<file path="src/rtl/lcd_dma_axi_reader.sv">
// -----------------------------------------------------------------------------
// lcd_dma_axi_reader
//
// Purpose:
//   Burst-read engine that feeds the LCD frame-buffer FIFO. It takes one
//   burst request from lcd_dma_fifo, issues a single AXI3 INCR read burst on a
//   64-bit HP master port and hands every 64-bit beat back as two consecutive
//   32-bit words (low half first). Single clock domain (CLK), synchronous
//   active-high RESET.
//
// Parameters:
//   BURST_BEATS : 64-bit beats per burst (1..16), ARLEN = BURST_BEATS-1
//   AXI_ID      : constant ARID value (6 bits)
//
// Ports:
//   CLK, RESET              clock, synchronous active-high reset
//   DMA_RD_ADDR[29:0]       burst start address in 8-byte units
//   DMA_START               request pulse, honoured only while DMA_READY=1
//   DMA_READY               idle and able to accept a start
//   DMA_RD_DATA[31:0]       returned word, 0 whenever DMA_RD_DATA_VALID=0
//   DMA_RD_DATA_VALID       one cycle per returned word
//   M_AXI_AR*               AXI3 read address channel (constant attributes)
//   M_AXI_R*                AXI3 read data channel
//   DBG_STATE[1:0]          current FSM state (0=IDLE, 1=ADDR, 2=DATA)
//   DMA_ERROR               sticky error flag (only with LCD_DMA_ERR_CHECK_EN)
//
// Configuration:
//   LCD_DMA_ERR_CHECK_EN    when defined, adds DMA_ERROR plus a beat counter;
//                           the flag is set on a non-OKAY RRESP or on an RLAST
//                           that arrives on a beat count other than BURST_BEATS.
//
// Handshake rules: a transfer happens on a rising CLK edge where both VALID
// and READY are 1. ARVALID stays high with stable ARADDR until ARREADY; RREADY
// is only offered while the holding register can absorb a full beat. On the
// DMA side DMA_START is a request that only counts while DMA_READY=1; returned
// words are pushed (no backpressure) with DMA_RD_DATA_VALID.
// -----------------------------------------------------------------------------
module lcd_dma_axi_reader #(
   parameter int unsigned BURST_BEATS = 4,
   parameter int unsigned AXI_ID      = 0
) (
   input  logic        CLK,
   input  logic        RESET,
   input  logic [29:0] DMA_RD_ADDR,
   input  logic        DMA_START,
   output logic        DMA_READY,
   output logic [31:0] DMA_RD_DATA,
   output logic        DMA_RD_DATA_VALID,
   output logic [31:0] M_AXI_ARADDR,
   output logic [3:0]  M_AXI_ARLEN,
   output logic [2:0]  M_AXI_ARSIZE,
   output logic [1:0]  M_AXI_ARBURST,
   output logic [3:0]  M_AXI_ARCACHE,
   output logic [2:0]  M_AXI_ARPROT,
   output logic [5:0]  M_AXI_ARID,
   output logic        M_AXI_ARVALID,
   input  logic        M_AXI_ARREADY,
   input  logic [63:0] M_AXI_RDATA,
   input  logic [1:0]  M_AXI_RRESP,
   input  logic        M_AXI_RLAST,
   input  logic        M_AXI_RVALID,
   output logic        M_AXI_RREADY,
   output logic [1:0]  DBG_STATE
`ifdef LCD_DMA_ERR_CHECK_EN
   ,
   output logic        DMA_ERROR
`endif
);

   typedef enum logic [1:0] {
      ST_IDLE = 2'd0,
      ST_ADDR = 2'd1,
      ST_DATA = 2'd2
   } state_t;

   state_t      state;
   state_t      state_nxt;

   // Address bit 29 does not fit a 32-bit byte address and is dropped.
   logic [28:0] addr_q;
   logic [63:0] hold_q;
   logic [1:0]  pending;     // halves of hold_q still to be emitted
   logic        last_seen;   // RLAST already accepted for this burst

   logic        start_acc;
   logic        beat_acc;

   // --------------------------------------------------------------------------
   // FSM state register
   // --------------------------------------------------------------------------
   always_ff @(posedge CLK) begin
      if (RESET) begin
         state <= ST_IDLE;
      end else begin
         state <= state_nxt;
      end
   end

   // --------------------------------------------------------------------------
   // FSM next state and handshake outputs
   // --------------------------------------------------------------------------
   always_comb begin
      state_nxt     = state;
      DMA_READY     = 1'b0;
      M_AXI_ARVALID = 1'b0;
      M_AXI_RREADY  = 1'b0;
      case (state)
         ST_IDLE: begin
            DMA_READY = 1'b1;
            if (DMA_START) begin
               state_nxt = ST_ADDR;
            end
         end
         ST_ADDR: begin
            M_AXI_ARVALID = 1'b1;
            if (M_AXI_ARREADY) begin
               state_nxt = ST_DATA;
            end
         end
         ST_DATA: begin
            // Accept a new beat only when at most one half is still queued:
            // that half drains in the same cycle the new beat is loaded.
            M_AXI_RREADY = (pending != 2'd2) && !last_seen;
            // Leave while the final high half is on the output so that
            // DMA_READY rises in the cycle right after it.
            if (last_seen && (pending != 2'd2)) begin
               state_nxt = ST_IDLE;
            end
         end
         default: begin
            state_nxt = ST_IDLE;
         end
      endcase
   end

   assign DBG_STATE = state;
   assign start_acc = DMA_READY && DMA_START;
   assign beat_acc  = M_AXI_RREADY && M_AXI_RVALID;

   // --------------------------------------------------------------------------
   // Address latch, holding register and pending-half counter
   // --------------------------------------------------------------------------
   always_ff @(posedge CLK) begin
      if (RESET) begin
         addr_q    <= '0;
         hold_q    <= '0;
         pending   <= 2'd0;
         last_seen <= 1'b0;
      end else begin
         if (start_acc) begin
            addr_q    <= DMA_RD_ADDR[28:0];
            last_seen <= 1'b0;
         end
         if (beat_acc) begin
            hold_q    <= M_AXI_RDATA;
            pending   <= 2'd2;
            last_seen <= M_AXI_RLAST;
         end else if (pending != 2'd0) begin
            pending <= pending - 2'd1;
         end
      end
   end

   // --------------------------------------------------------------------------
   // Word output: pending=2 shows the low half, pending=1 the high half.
   // --------------------------------------------------------------------------
   always_comb begin
      DMA_RD_DATA       = 32'd0;
      DMA_RD_DATA_VALID = 1'b0;
      case (pending)
         2'd2: begin
            DMA_RD_DATA       = hold_q[31:0];
            DMA_RD_DATA_VALID = 1'b1;
         end
         2'd1: begin
            DMA_RD_DATA       = hold_q[63:32];
            DMA_RD_DATA_VALID = 1'b1;
         end
         default: begin
            DMA_RD_DATA       = 32'd0;
            DMA_RD_DATA_VALID = 1'b0;
         end
      endcase
   end

   // --------------------------------------------------------------------------
   // Read address channel: address from the latch, constant attributes
   // --------------------------------------------------------------------------
   assign M_AXI_ARADDR  = {addr_q, 3'b000};
   assign M_AXI_ARLEN   = 4'(BURST_BEATS - 1);
   assign M_AXI_ARSIZE  = 3'b011;    // 8 bytes per beat
   assign M_AXI_ARBURST = 2'b01;     // INCR
   assign M_AXI_ARCACHE = 4'b0011;   // bufferable, modifiable
   assign M_AXI_ARPROT  = 3'b000;
   assign M_AXI_ARID    = 6'(AXI_ID);

`ifdef LCD_DMA_ERR_CHECK_EN
   // --------------------------------------------------------------------------
   // Sticky error: bad response or a burst length other than BURST_BEATS.
   // Data is still delivered unchanged.
   // --------------------------------------------------------------------------
   logic [4:0] beat_cnt;   // beats accepted so far in this burst
   logic       err_q;
   logic       unused_bits;

   always_ff @(posedge CLK) begin
      if (RESET) begin
         beat_cnt <= 5'd0;
         err_q    <= 1'b0;
      end else begin
         if (start_acc) begin
            beat_cnt <= 5'd0;
         end else if (beat_acc) begin
            beat_cnt <= beat_cnt + 5'd1;
         end
         if (beat_acc &&
             ((M_AXI_RRESP != 2'b00) ||
              (M_AXI_RLAST && ((beat_cnt + 5'd1) != 5'(BURST_BEATS))))) begin
            err_q <= 1'b1;
         end
      end
   end

   assign DMA_ERROR   = err_q;
   assign unused_bits = DMA_RD_ADDR[29];
`else
   // RRESP has no consumer without the error check; address bit 29 never has.
   logic unused_bits;
   assign unused_bits = ^{DMA_RD_ADDR[29], M_AXI_RRESP};
`endif

endmodule

</file>
<file path="config.mk">
export PLATFORM = sky130hd
export DESIGN_NAME = lcd_dma_axi_reader
export DESIGN_NICKNAME = d
export VERILOG_FILES = /design/src/rtl/lcd_dma_axi_reader.sv
export SDC_FILE = /design/constraint.sdc
export NUM_CORES = 1
export LEC_CHECK = 0
export CAP_MARGIN = 25
export CORE_MARGIN = 2
export CORE_UTILIZATION = 63
export CTS_CLUSTER_SIZE = 24
export DETAILED_ROUTE_END_ITERATION = 10
export DONT_BUFFER_PORTS = 1
export HOLD_SLACK_MARGIN = 0.08
export MAX_ROUTING_LAYER = met4
export PLACE_DENSITY = 0.87
export SKIP_CTS_REPAIR_TIMING = 1
export SLEW_MARGIN = 20
export SYNTH_ARGS = -nofsm -noshare
export SYNTH_HDL_FRONTEND = slang
export SYNTH_SLANG_ARGS = --single-unit
</file>
<file path="constraint.sdc">
create_clock -name CLK -period 2.21 [get_ports CLK]
set_input_delay 0.3315 -clock CLK [delete_from_list [all_inputs] [get_ports CLK]]
set_output_delay 0.3315 -clock CLK [all_outputs]
set_load 0.005 [all_outputs]
</file>
# == After elaboration in Yosys (flattened, before gate mapping) ==
# Index checks and enable logic that the tools add are counted.
# totals
reg_bits,98
latchBits,0
ram_bits,0
mem_bits_ro,0
input_bits,102
out_inout_bits,92
elab_cells,40
n_memories,0
# classes
add_sub_neg,1
multipliers,0
n_div,0
n_lt_le_gt_ge,0
n_eq_ne,8
shifts,0
mux,13
n_bitwise,0
n_reduce_logical,12
# ops
cell,n
32-bit one-hot mux with 2 select lines,1
2-bit 2-to-1 mux,5
2-bit != test (second input constant),4
1-bit 2-to-1 mux,6
2-bit one-hot mux with 3 select lines,1
2-bit nonzero test,3
2-bit by 1-bit == test with 1-bit output (second input constant),2
2-bit == test (second input constant),2
1-bit logical AND,4
2-bit OR reduction,2
3-bit AND reduction,1
2-bit logical NOT,1
2-bit by 1-bit subtractor with 2-bit output (second input constant),1
1-bit logical NOT,1

# == Logic depth before layout (Yosys ltp) ==
# Gate-level depths: netlist of the first run.
# depth
word_depth,5
depth_mapped,7
depth_no_buf,5

# == Worst setup path after synthesis of the first run ==
# No wires, ideal clock.
# synth_path
path_kind,register to register
start,register pending[0]
end,register hold_q[50]
setup_time_ns,0.119
t_arrival_ns,1.494
t_required_ns,2.091
path_slack_ns,0.597
stages_incl_launch_ff,8
n_path_buf,2
period_less_slack_ns,1.613
path_cell_list,dfxtp_1 -> inv_1 -> ha_1 -> nor4b_4 -> and2_1 -> buf_4 -> buf_2 -> o21ai_1
# synth_between
elab_chain_len,4
# synth_rtl
element,line_no,text
from (decl),82,logic [1:0] pending;
from (signal assigned),159,pending <= pending - 2'd1;
2-bit != test,123,M_AXI_RREADY = (pending != 2'd2) && !last_seen;
1-bit logical AND,123,
1-bit 2-to-1 mux,107,case (state)
1-bit logical AND,138,assign beat_acc = M_AXI_RREADY && M_AXI_RVALID;
to (signal assigned),146,hold_q <= '0;
to (signal assigned),155,hold_q <= M_AXI_RDATA;
to (decl),81,logic [63:0] hold_q;
# Every way passes these cells.
# A chain may end at the register's enable or synchronous reset.

# == Final worst setup path of the first run ==
# layout_path
start,register pending[0]
end,output DMA_RD_DATA[28]
# layout_between
elab_chain_len,2
word_cells_on_any_way,3
cone_classes,eq/ne (2); mux (1)
# layout_rtl
element,line_no,text
2-bit by 1-bit == test with 1-bit output or 2-bit == test (tied branches),170,case (pending)
32-bit one-hot mux with 2 select lines *,170,
to (decl),47,"output logic [31:0] DMA_RD_DATA,"
# Every way passes the cells marked *; elsewhere a longest branch is shown, timed or not.

==> results of run 1 <==
[how the worst max path moves through the flow]
stage | from | endpoint | slack [ns] | cells past startpoint
2_1_floorplan | pending[0]$_SDFFE_PP0P_ | hold_q[50]$_SDFFE_PP0P_ | 0.60 | 7
4_1_cts | pending[0]$_SDFFE_PP0P_ | M_AXI_RREADY | -0.01 | 4
3_3_place_gp | pending[0]$_SDFFE_PP0P_ | M_AXI_RREADY | 0.44 | 4
5_1_grt | pending[0]$_SDFFE_PP0P_ | M_AXI_RREADY | -0.01 | 4
6_report | pending[0]$_SDFFE_PP0P_ | DMA_RD_DATA[28] | 0.09 | 4
3_5_place_dp | pending[0]$_SDFFE_PP0P_ | hold_q[52]$_SDFFE_PP0P_ | 0.38 | 6
[metrics by stage]
step                setup TNS (ns)  utilization  power (mW)
floorplan                        0            -        2.42
global placement                 0        0.630        2.45
detailed placement               0        0.630        2.47
CTS                        -0.0124        0.657        3.59
global route               -0.0127        0.662        3.75
finish                           0        0.662        3.60
[area by class of cell]
| type | count | share of cell area |
|---|---|---|
| Inverter | 2 | 0.00157 |
| Clock inverter | 6 | 0.0136 |
| Timing Repair Buffer | 9 | 0.0220 |
| Clock buffer | 10 | 0.0267 |
| Multi-Input combinational cell | 392 | 0.499 |
| Tap cell | 99 | 0.0260 |
| Sequential cell | 98 | 0.411 |
[sequential cells by signal (all words and copies together) (netlist names)]
register and cells:
hold_q 64, addr_q 29, DBG_STATE 2, pending 2, last_seen 1
[power by group]
part	leakage, nW	internal [mW]	switching, mW
clock network	0.0971	0.529	0.625
logic	0.634	0.216	0.339
registers	0.795	1.84	0.0596
total	1.53	2.58	1.02
[routing by layer]
| layer | GRT usage | vias to the layer above | share of wire |
|---|---|---|---|
| met2 | 0.402 | 158 | 0.46 |
| met1 | 0.345 | 1784 | 0.43 |
| met5 | - | - | 0 |
| li1 | - | 1771 | - |
| met3 | 0.0729 | 20 | 0.090 |
| met4 | 0.0897 | 0 | 0.017 |
[cells by family after synthesis]
family / after synthesis
compound gates: 129
other cells: 2
xor+xnor: 1
buf+inv: 82
flops: 98
fa+ha+maj: 5
simple gates: 231
mux: 1
[Yosys cell counts, types with 5 or more instances]
library cell  instances
buf_2                 9
dfxtp_1              98
nand2_1              60
nand2b_1             66
nor2b_1              33
buf_4                29
nand4b_1             64
clkbuf_1             42
a22oi_1              32
ha_1                  5
a21oi_1              32
o21ai_1              49
o21ai_0              15
[layout by cell type, fill, tap and decap left out, types with 3 or more instances in the layout]
| master | count |
|---|---|
| buf_4 | 6 |
| o21ai_1 | 49 |
| nand4b_1 | 64 |
| dfxtp_1 | 98 |
| nand2b_1 | 66 |
| nor2b_1 | 33 |
| nand2_1 | 60 |
| a21oi_1 | 32 |
| o21ai_0 | 15 |
| conb_1 | 25 |
| buf_12 | 3 |
| ha_1 | 5 |
| clkbuf_8 | 9 |
| a22oi_1 | 32 |
==> impl_results.html, run 1 <==
<table>
<tr><th>Metric</th><th>Value</th></tr>
<tr><th colspan="2">Power</th></tr>
<tr><td>Cell leakage power</td><td>around 1.5 nW</td></tr>
<tr><td>Power density over cell area</td><td>755 nW/um^2</td></tr>
<tr><td>Largest voltage drop on the vdd net</td><td>roughly 0.51 mV</td></tr>
<tr><th colspan="2">Setup path</th></tr>
<tr><td>Length in cells of the worst reg-to-reg path</td><td>6</td></tr>
<tr><td>Endpoint of the most critical register-to-register path</td><td>hold_q[1]$_SDFFE_PP0P_</td></tr>
<tr><td>Largest stage delay on the critical path</td><td>between 0.4 and 0.5 ns</td></tr>
<tr><td>Crit path arrival time</td><td>roughly 1.8 ns</td></tr>
<tr><td>CP Class</td><td>reg -&gt; out</td></tr>
<tr><td>Critical Path End Type</td><td>primary output</td></tr>
<tr><td>Type of element launching the critical path</td><td>flop</td></tr>
<tr><td>Number of buffer and inverter instances along the worst setup path</td><td>2</td></tr>
<tr><td>Largest delay share family, worst path</td><td>buffers and inverters</td></tr>
<tr><td>Maximum fanout along the worst path</td><td>33</td></tr>
<tr><td>CP max-delay cell</td><td>dfxtp_1</td></tr>
<tr><td>Setup slack on the worst flop-to-flop path</td><td>about 0.28 ns</td></tr>
<tr><td>Required time of the critical path</td><td>~1.9 ns</td></tr>
<tr><td>Startpoint of the lowest-slack register-to-register path</td><td>pending[0]$_SDFFE_PP0P_</td></tr>
<tr><td>Cell-by-cell trace of the critical path</td><td>inv_1 -&gt; ha_1 -&gt; buf_4 -&gt; nor2b_1</td></tr>
<tr><th colspan="2">Route</th></tr>
<tr><td>Initial DRC count</td><td>about 200</td></tr>
<tr><td>Count of vias placed by the detailed router</td><td>3733</td></tr>
<tr><td>Detail-routed via count per cell</td><td>6.06</td></tr>
<tr><td>Total wire length after detailed routing</td><td>between 10 and 15 mm</td></tr>
<tr><td>Mean routed wirelength per cell</td><td>~18 microns</td></tr>
<tr><td>Count of nets left with antenna violations after detail routing</td><td>0</td></tr>
<tr><td>Count of unresolved DRC violations after routing</td><td>0</td></tr>
<tr><td>1st-pass router iterations</td><td>5</td></tr>
<tr><th colspan="2">Global route</th></tr>
<tr><td>Global-route wire length before repair</td><td>~17 mm</td></tr>
<tr><td>Initial antenna violation count</td><td>0</td></tr>
<tr><td>Tot GR Track Use</td><td>0.265</td></tr>
<tr><td>Remaining global-route overflow</td><td>0</td></tr>
<tr><td>Number of global-route vias before repair</td><td>3629</td></tr>
<tr><td>Pin count of the biggest net entering global routing</td><td>about 160</td></tr>
<tr><th colspan="2">Status</th></tr>
<tr><td>Result of the run</td><td>completed</td></tr>
<tr><th colspan="2">Cells and area</th></tr>
<tr><td>Finished Layout Cells</td><td>around 600</td></tr>
<tr><td>Filler Cells Inserted</td><td>~620</td></tr>
<tr><td>Area growth from synthesis to layout</td><td>2.01%</td></tr>
<tr><td>Antenna Diode Count</td><td>0</td></tr>
<tr><td>Multi-input gate area in the final layout</td><td>between 2000 and 2500 sq um</td></tr>
<tr><td>Fraction of layout cells with a size suffix above 1</td><td>0.0522</td></tr>
<tr><td>Area taken by flip-flops and latches</td><td>1960 sq um</td></tr>
<tr><td>Area of all placed cells without fillers</td><td>4770 sq um</td></tr>
<tr><td>NumNets Final</td><td>a little over 600</td></tr>
<tr><th colspan="2">Synthesis</th></tr>
<tr><td>Synth area leader</td><td>dfxtp_1</td></tr>
<tr><td>Complex-gate fraction of the synthesized area</td><td>0.156</td></tr>
<tr><td>Post-synthesis cell type count</td><td>25</td></tr>
<tr><td>Post-synthesis xor/xnor area fraction</td><td>0.00187</td></tr>
<tr><td>Fraction of registers with async set or reset after synthesis</td><td>0</td></tr>
<tr><td>Dominant combinational cell family by area after synthesis</td><td>simple AND/OR/NAND/NOR gates</td></tr>
<tr><td>Number of warnings issued by yosys</td><td>0</td></tr>
<tr><td>Area share of and/or/nand/nor cells after synthesis</td><td>0.314</td></tr>
<tr><td>Top cells by area in the synthesized netlist</td><td>dfxtp_1 (42%), nand4b_1 (12%), nand2b_1 (8.8%)</td></tr>
<tr><td>Number of cells produced by synthesis</td><td>549</td></tr>
<tr><td>Multiplexer fraction of the synthesized cell area</td><td>0.00214</td></tr>
<tr><td>Mapped Avg Cell Area</td><td>8.52 sq um</td></tr>
<tr><td>Sequential fraction of the synthesis area</td><td>0.419</td></tr>
<tr><td>FF+latch count, synth</td><td>98</td></tr>
<tr><td>Top-area cell type share of the netlist area</td><td>0.419</td></tr>
<tr><td>Most used flip-flop cell after synthesis</td><td>dfxtp_1</td></tr>
<tr><td>Number of enable flip-flop cells after synthesis</td><td>0</td></tr>
<tr><td>Total standard cell area after synthesis</td><td>4680 sq um</td></tr>
<tr><td>Adder-cell share of the synthesized area</td><td>0.0134</td></tr>
<tr><th colspan="2">Clock network</th></tr>
<tr><td>TritonCTS clock tree</td><td>built</td></tr>
<tr><td>Number of H-tree branching levels</td><td>3</td></tr>
<tr><td>Root Buffer Master</td><td>clkbuf_8</td></tr>
<tr><td>CTS Buffer Depth</td><td>2</td></tr>
<tr><td>Clock insertion delay at the later pin of the skew report</td><td>0.36 ns</td></tr>
<tr><td>TritonCTS sink count</td><td>just under 100</td></tr>
<tr><td>Clock edge transition at the registers on the reported setup and hold paths</td><td>around 0.10 ns</td></tr>
<tr><td>Num CTS Buffers</td><td>9</td></tr>
<tr><th colspan="2">Place</th></tr>
<tr><td>Post-Place Cell Area</td><td>4550 sq um</td></tr>
<tr><td>Number of I/O port buffers</td><td>0</td></tr>
<tr><td>Final RePlAce weighted congestion</td><td>between 0.7 and 0.8</td></tr>
<tr><td>HPWL after DPL</td><td>~6.7 mm</td></tr>
<tr><td>Pre-CTS setup slack</td><td>approximately 0.38 ns</td></tr>
<tr><td>Inst Count DP</td><td>around 600</td></tr>
<tr><th colspan="2">Job</th></tr>
<tr><td>Count of maximum capacitance violations</td><td>0</td></tr>
<tr><th colspan="2">Timing</th></tr>
<tr><td>Min Tclk post-route</td><td>2.12 ns</td></tr>
<tr><td>Hold slack final</td><td>0.0942 ns</td></tr>
<tr><td>Pin slew with the least headroom to its limit</td><td>approximately 0.98 ns</td></tr>
<tr><td>Max_slew headroom</td><td>0.344</td></tr>
<tr><td>Period Utilization, post-route</td><td>0.957</td></tr>
<tr><td>Highest attainable clock frequency</td><td>between 400 and 500 MHz</td></tr>
<tr><td>Worst Skew</td><td>~0.009 ns</td></tr>
<tr><td>Count of endpoints failing hold in the final timing report</td><td>0</td></tr>
<tr><td>Setup Viol. Count Final</td><td>0</td></tr>
<tr><td>Post-route setup slack</td><td>about 0.095 ns</td></tr>
<tr><td>Max-slew violation total from the final report</td><td>0</td></tr>
<tr><th colspan="2">Floorplan</th></tr>
<tr><td>Placeable core region</td><td>a little over 7000 sq um</td></tr>
<tr><td>Width of the die</td><td>90.2 microns</td></tr>
<tr><td>Row Count</td><td>31</td></tr>
<tr><td>Total Die Area</td><td>roughly 8100 sq um</td></tr>
<tr><td>IO Count</td><td>slightly below 200</td></tr>
<tr><td>Starting Density</td><td>0.649</td></tr>
<tr><td>Die Y-Extent</td><td>90.2 microns</td></tr>
<tr><th colspan="2">Min path</th></tr>
<tr><td>Cell count of the worst hold path</td><td>2</td></tr>
<tr><td>Destination of the worst hold path</td><td>addr_q[23]$_SDFFE_PP0P_</td></tr>
<tr><td>Path category of the worst min-delay check</td><td>in -&gt; reg</td></tr>
<tr><td>Hold Startpoint</td><td>DMA_RD_ADDR[23]</td></tr>
</table>
Power figures use the tool's default switching activity.
==> run 2, diff against run 1 <==
--- a/config.mk
+++ b/config.mk
@@ -5,17 +5,20 @@
 export SDC_FILE = /design/constraint.sdc
 export NUM_CORES = 1
 export LEC_CHECK = 0
+export ABC_AREA = 1
 export CAP_MARGIN = 25
+export CELL_PAD_IN_SITES_DETAIL_PLACEMENT = 2
+export CELL_PAD_IN_SITES_GLOBAL_PLACEMENT = 2
 export CORE_MARGIN = 2
-export CORE_UTILIZATION = 63
+export CORE_UTILIZATION = 31
 export CTS_CLUSTER_SIZE = 24
 export DETAILED_ROUTE_END_ITERATION = 10
 export DONT_BUFFER_PORTS = 1
 export HOLD_SLACK_MARGIN = 0.08
 export MAX_ROUTING_LAYER = met4
-export PLACE_DENSITY = 0.87
+export PLACE_DENSITY = 0.85
 export SKIP_CTS_REPAIR_TIMING = 1
-export SLEW_MARGIN = 20
+export SLEW_MARGIN = 10
 export SYNTH_ARGS = -nofsm -noshare
 export SYNTH_HDL_FRONTEND = slang
 export SYNTH_SLANG_ARGS = --single-unit
==> run 2 against run 1 <==
  * Global-route usage shrank 7.9 points
  * Highest routed layer unchanged
  * Design area grew 4.1%
  * Hold slack improved by 0.018 ns
  * Clock-buffer cell count down 1
==> impl_results.html, run 2 <==
<table>
<tr><th>Metric</th><th>Value</th></tr>
<tr><th colspan="2">Setup path</th></tr>
<tr><td>Setup slack on the worst flop-to-flop path</td><td>0.26 ns (was 0.28 ns)</td></tr>
<tr><td>Critical Path End Type</td><td>primary output (unchanged)</td></tr>
<tr><td>CP Class</td><td>reg -&gt; out (unchanged)</td></tr>
<tr><td>Required time of the critical path</td><td>1.88 ns (about the same)</td></tr>
<tr><td>Maximum fanout along the worst path</td><td>24 (was 33)</td></tr>
<tr><td>Type of element launching the critical path</td><td>flop (unchanged)</td></tr>
<tr><td>Crit path arrival time</td><td>1.70 ns (was 1.78 ns)</td></tr>
<tr><td>Worst setup path start</td><td>pending[1]$_SDFFE_PP0P_ (was pending[0]$_SDFFE_PP0P_)</td></tr>
<tr><td>Startpoint of the lowest-slack register-to-register path</td><td>pending[0]$_SDFFE_PP0P_ (unchanged)</td></tr>
<tr><td>Length in cells of the worst reg-to-reg path</td><td>7 (was 6)</td></tr>
<tr><td>CP Capture Point</td><td>DMA_RD_DATA[30] (was DMA_RD_DATA[28])</td></tr>
<tr><td>Endpoint of the most critical register-to-register path</td><td>hold_q[39]$_SDFFE_PP0P_ (was hold_q[1]$_SDFFE_PP0P_)</td></tr>
<tr><th colspan="2">Floorplan</th></tr>
<tr><td>Starting Density</td><td>0.316 (was 0.649)</td></tr>
<tr><td>Width of the die</td><td>125 microns (was 90.2 microns)</td></tr>
<tr><td>Die Y-Extent</td><td>125 microns (was 90.2 microns)</td></tr>
<tr><td>Placeable core region</td><td>14500 sq um (was 7210 sq um)</td></tr>
<tr><td>IO Count</td><td>194 (unchanged)</td></tr>
<tr><td>Row Count</td><td>44 (was 31)</td></tr>
<tr><td>Total Die Area</td><td>15700 sq um (was 8130 sq um)</td></tr>
<tr><th colspan="2">Power</th></tr>
<tr><td>Power density over cell area</td><td>942 nW/um^2 (was 755 nW/um^2)</td></tr>
<tr><td>Post-layout total power</td><td>4.68 mW (was 3.60 mW)</td></tr>
<tr><td>Cell leakage power</td><td>2.39 nW (was 1.53 nW)</td></tr>
<tr><td>Largest voltage drop on the vdd net</td><td>0.546 mV (was 0.509 mV)</td></tr>
<tr><th colspan="2">Cells and area</th></tr>
<tr><td>Area growth from synthesis to layout</td><td>8.73% (was 2.01%)</td></tr>
<tr><td>Share of the core filled with cells</td><td>0.343 (was 0.662)</td></tr>
<tr><td>Max FFs per register</td><td>64 (unchanged)</td></tr>
<tr><td>Registers with the most flip-flops</td><td>hold_q (64), addr_q (29) (unchanged)</td></tr>
<tr><td>Fraction of layout cells with a size suffix above 1</td><td>0.0530 (was 0.0522)</td></tr>
<tr><td>Commonest non-fill, non-tap cells in the layout</td><td>nand2_1 (201), nor2_1 (190), dfxtp_1 (97) (was dfxtp_1 (98), nand2b_1 (66), nand4b_1 (64))</td></tr>
<tr><td>Commonest non-fill, non-tap cell in the layout</td><td>nand2_1 (was dfxtp_1)</td></tr>
<tr><td>Register containing the most flip-flops in the final layout</td><td>hold_q (unchanged)</td></tr>
<tr><td>NumNets Final</td><td>800 (was 619)</td></tr>
<tr><th colspan="2">Timing</th></tr>
<tr><td>Period Utilization, post-route</td><td>0.921 (was 0.957)</td></tr>
<tr><td>Max_slew headroom</td><td>0.568 (was 0.344)</td></tr>
<tr><td>Min Tclk post-route</td><td>2.04 ns (was 2.12 ns)</td></tr>
<tr><td>Setup Viol. Count Final</td><td>0 (unchanged)</td></tr>
<tr><td>Highest attainable clock frequency</td><td>491 MHz (was 473 MHz)</td></tr>
<tr><td>Max-slew violation total from the final report</td><td>0 (unchanged)</td></tr>
<tr><td>Unrepaired setup endpoints after global routing</td><td>false</td></tr>
<tr><td>Count of endpoints failing hold in the final timing report</td><td>0 (unchanged)</td></tr>
<tr><td>Pin slew with the least headroom to its limit</td><td>0.647 ns (was 0.984 ns)</td></tr>
<tr><td>Worst Skew</td><td>0.0110 ns (was 0.00904 ns)</td></tr>
<tr><th colspan="2">Synthesis</th></tr>
<tr><td>Most frequent cell after synthesis</td><td>nand2_1 (was dfxtp_1)</td></tr>
<tr><td>Top-area cell type share of the netlist area</td><td>0.429 (was 0.419)</td></tr>
<tr><td>Top cells by area in the synthesized netlist</td><td>dfxtp_1 (43%), nand2_1 (17%), nor2_1 (16%) (was dfxtp_1 (42%), nand4b_1 (12%), nand2b_1 (8.8%))</td></tr>
<tr><td>Number of enable flip-flop cells after synthesis</td><td>0 (unchanged)</td></tr>
<tr><td>Total standard cell area after synthesis</td><td>4570 sq um (was 4680 sq um)</td></tr>
<tr><td>Number of warnings issued by yosys</td><td>0 (unchanged)</td></tr>
<tr><td>FF+latch count, synth</td><td>98 (unchanged)</td></tr>
<tr><td>Top cells by count, synth</td><td>nand2_1 (201), nor2_1 (190), dfxtp_1 (98) (was dfxtp_1 (98), nand2b_1 (66), nand4b_1 (64))</td></tr>
<tr><td>Most used flip-flop cell after synthesis</td><td>dfxtp_1 (unchanged)</td></tr>
<tr><td>Synth area leader</td><td>dfxtp_1 (unchanged)</td></tr>
<tr><td>Fraction of registers with async set or reset after synthesis</td><td>0 (unchanged)</td></tr>
<tr><td>Mapped Avg Cell Area</td><td>6.45 sq um (was 8.52 sq um)</td></tr>
<tr><td>Number of cells produced by synthesis</td><td>709 (was 549)</td></tr>
<tr><td>Sequential fraction of the synthesis area</td><td>0.429 (was 0.419)</td></tr>
<tr><td>Post-synthesis cell type count</td><td>21 (was 25)</td></tr>
<tr><th colspan="2">Place</th></tr>
<tr><td>Number of I/O port buffers</td><td>0 (unchanged)</td></tr>
<tr><td>Final RePlAce weighted congestion</td><td>0.767 (was 0.792)</td></tr>
<tr><td>HPWL after DPL</td><td>10.1 mm (was 6.66 mm)</td></tr>
<tr><th colspan="2">Clock network</th></tr>
<tr><td>Num CTS Buffers</td><td>9 (unchanged)</td></tr>
<tr><td>Root Buffer Master</td><td>clkbuf_16 (was clkbuf_8)</td></tr>
<tr><td>TritonCTS clock tree</td><td>built (unchanged)</td></tr>
<tr><td>TritonCTS sink count</td><td>98 (unchanged)</td></tr>
<tr><td>CTS Buffer Depth</td><td>2 (unchanged)</td></tr>
<tr><td>Number of H-tree branching levels</td><td>3 (unchanged)</td></tr>
<tr><td>Clock insertion delay at the later pin of the skew report</td><td>0.36 ns (about the same)</td></tr>
<tr><td>Clock edge transition at the registers on the reported setup and hold paths</td><td>0.08 ns (was 0.10 ns)</td></tr>
<tr><th colspan="2">Global route</th></tr>
<tr><td>Number of global-route vias before repair</td><td>4494 (was 3629)</td></tr>
<tr><td>Pin count of the biggest net entering global routing</td><td>48 (was 163)</td></tr>
<tr><td>Remaining global-route overflow</td><td>0 (unchanged)</td></tr>
<tr><td>Tot GR Track Use</td><td>0.186 (was 0.265)</td></tr>
<tr><td>Initial antenna violation count</td><td>1 (was 0)</td></tr>
<tr><td>Global-route wire length before repair</td><td>22.7 mm (was 17.4 mm)</td></tr>
<tr><th colspan="2">Route</th></tr>
<tr><td>Total wire length after detailed routing</td><td>14.2 mm (was 10.9 mm)</td></tr>
<tr><td>Count of nets left with antenna violations after detail routing</td><td>0 (unchanged)</td></tr>
<tr><td>Detail-routed via count per cell</td><td>4.66 (was 6.06)</td></tr>
<tr><td>Count of unresolved DRC violations after routing</td><td>0 (unchanged)</td></tr>
<tr><td>1st-pass router iterations</td><td>4 (was 5)</td></tr>
<tr><td>Mean routed wirelength per cell</td><td>16.1 microns (was 17.7 microns)</td></tr>
<tr><td>Count of vias placed by the detailed router</td><td>4117 (was 3733)</td></tr>
<tr><td>Initial DRC count</td><td>114 (was 197)</td></tr>
<tr><th colspan="2">Min path</th></tr>
<tr><td>Path category of the worst min-delay check</td><td>in -&gt; reg (unchanged)</td></tr>
<tr><td>Hold Startpoint</td><td>M_AXI_RDATA[54] (was DMA_RD_ADDR[23])</td></tr>
<tr><th colspan="2">Job</th></tr>
<tr><td>Count of maximum capacitance violations</td><td>0 (unchanged)</td></tr>
<tr><th colspan="2">Status</th></tr>
<tr><td>Result of the run</td><td>completed (unchanged)</td></tr>
</table>
## run 2: cell count changes after synthesis, sizes merged, moves of 33 or more
cell	previous run	this run
nand4b	64	0
nand2	60	201
nand2b	66	0
nor2b	33	0
o21ai	64	30
inv	2	77
nor2	2	191
## run 2: worst min-delay path by stage
stage,depth (start not counted),endpoint
finish,2,hold_q[54]$_SDFFE_PP0P_
floorplan,1,DBG_STATE[0]$_SDFFE_PP0P_
global route,2,hold_q[59]$_SDFFE_PP0P_
detailed placement,1,pending[1]$_SDFFE_PP0P_
CTS,1,DBG_STATE[0]$_SDFFE_PP0P_
global placement,1,last_seen$_SDFFE_PP0P_
## run 2: area by class of cell
class                           count  area (sq um)
Fill cell                        1741          9510
Clock inverter                      7          68.8
Sequential cell                    98          1960
Tap cell                          184           230
Timing Repair Buffer               14           174
Antenna cell                        1          2.50
Inverter                           77           289
Clock buffer                        9           225
Multi-Input combinational cell    493          2020
## run 2: critical path, stage by stage (launching register included)
cell and delay [ns]:
dfxtp_1 0.35, inv_1 0.15, ha_1 0.22, buf_6 0.25
nand2_1 0.09, a21oi_1 0.15, buf_4 0.15
## run 2: where the power goes
| part | switching [mW] | internal (mW) |
|---|---|---|
| logic | 0.773 | 0.323 |
| clock network | 0.785 | 0.799 |
| registers | 0.103 | 1.90 |
## run 2: cells by family after synthesis
logic type	after synthesis	synth area share
fa+ha+maj	5	0.0137
xor+xnor	1	0.00192
other cells	2	0.00164
compound gates	66	0.0728
flops	98	0.429
simple gates	396	0.328
buf+inv	141	0.153
## run 2: per-layer routing
| metal | GRT usage | wire length (microns) |
|---|---|---|
| met5 | - | 0 |
| met4 | 0.0549 | 228 |
| met3 | 0.0548 | 800 |
| met2 | 0.333 | 7570 |
| met1 | 0.198 | 5610 |
## run 2: per-stage QoR
stage / instance area (sq um) / worst slack (ns) / std cells / hold slack, ns / TNS [ns]
after floorplan: 4660 / 0.648 / 732 / 0.401 / 0
after global placement: 4630 / 0.342 / 865 / 0.402 / 0
after detailed placement: 4630 / 0.221 / 865 / 0.404 / 0
after CTS: 4930 / -0.133 / 881 / 0.0167 / -0.354
after global routing: 4970 / 0.0102 / 883 / 0.109 / 0
final: 4970 / 0.174 / 883 / 0.112 / 0
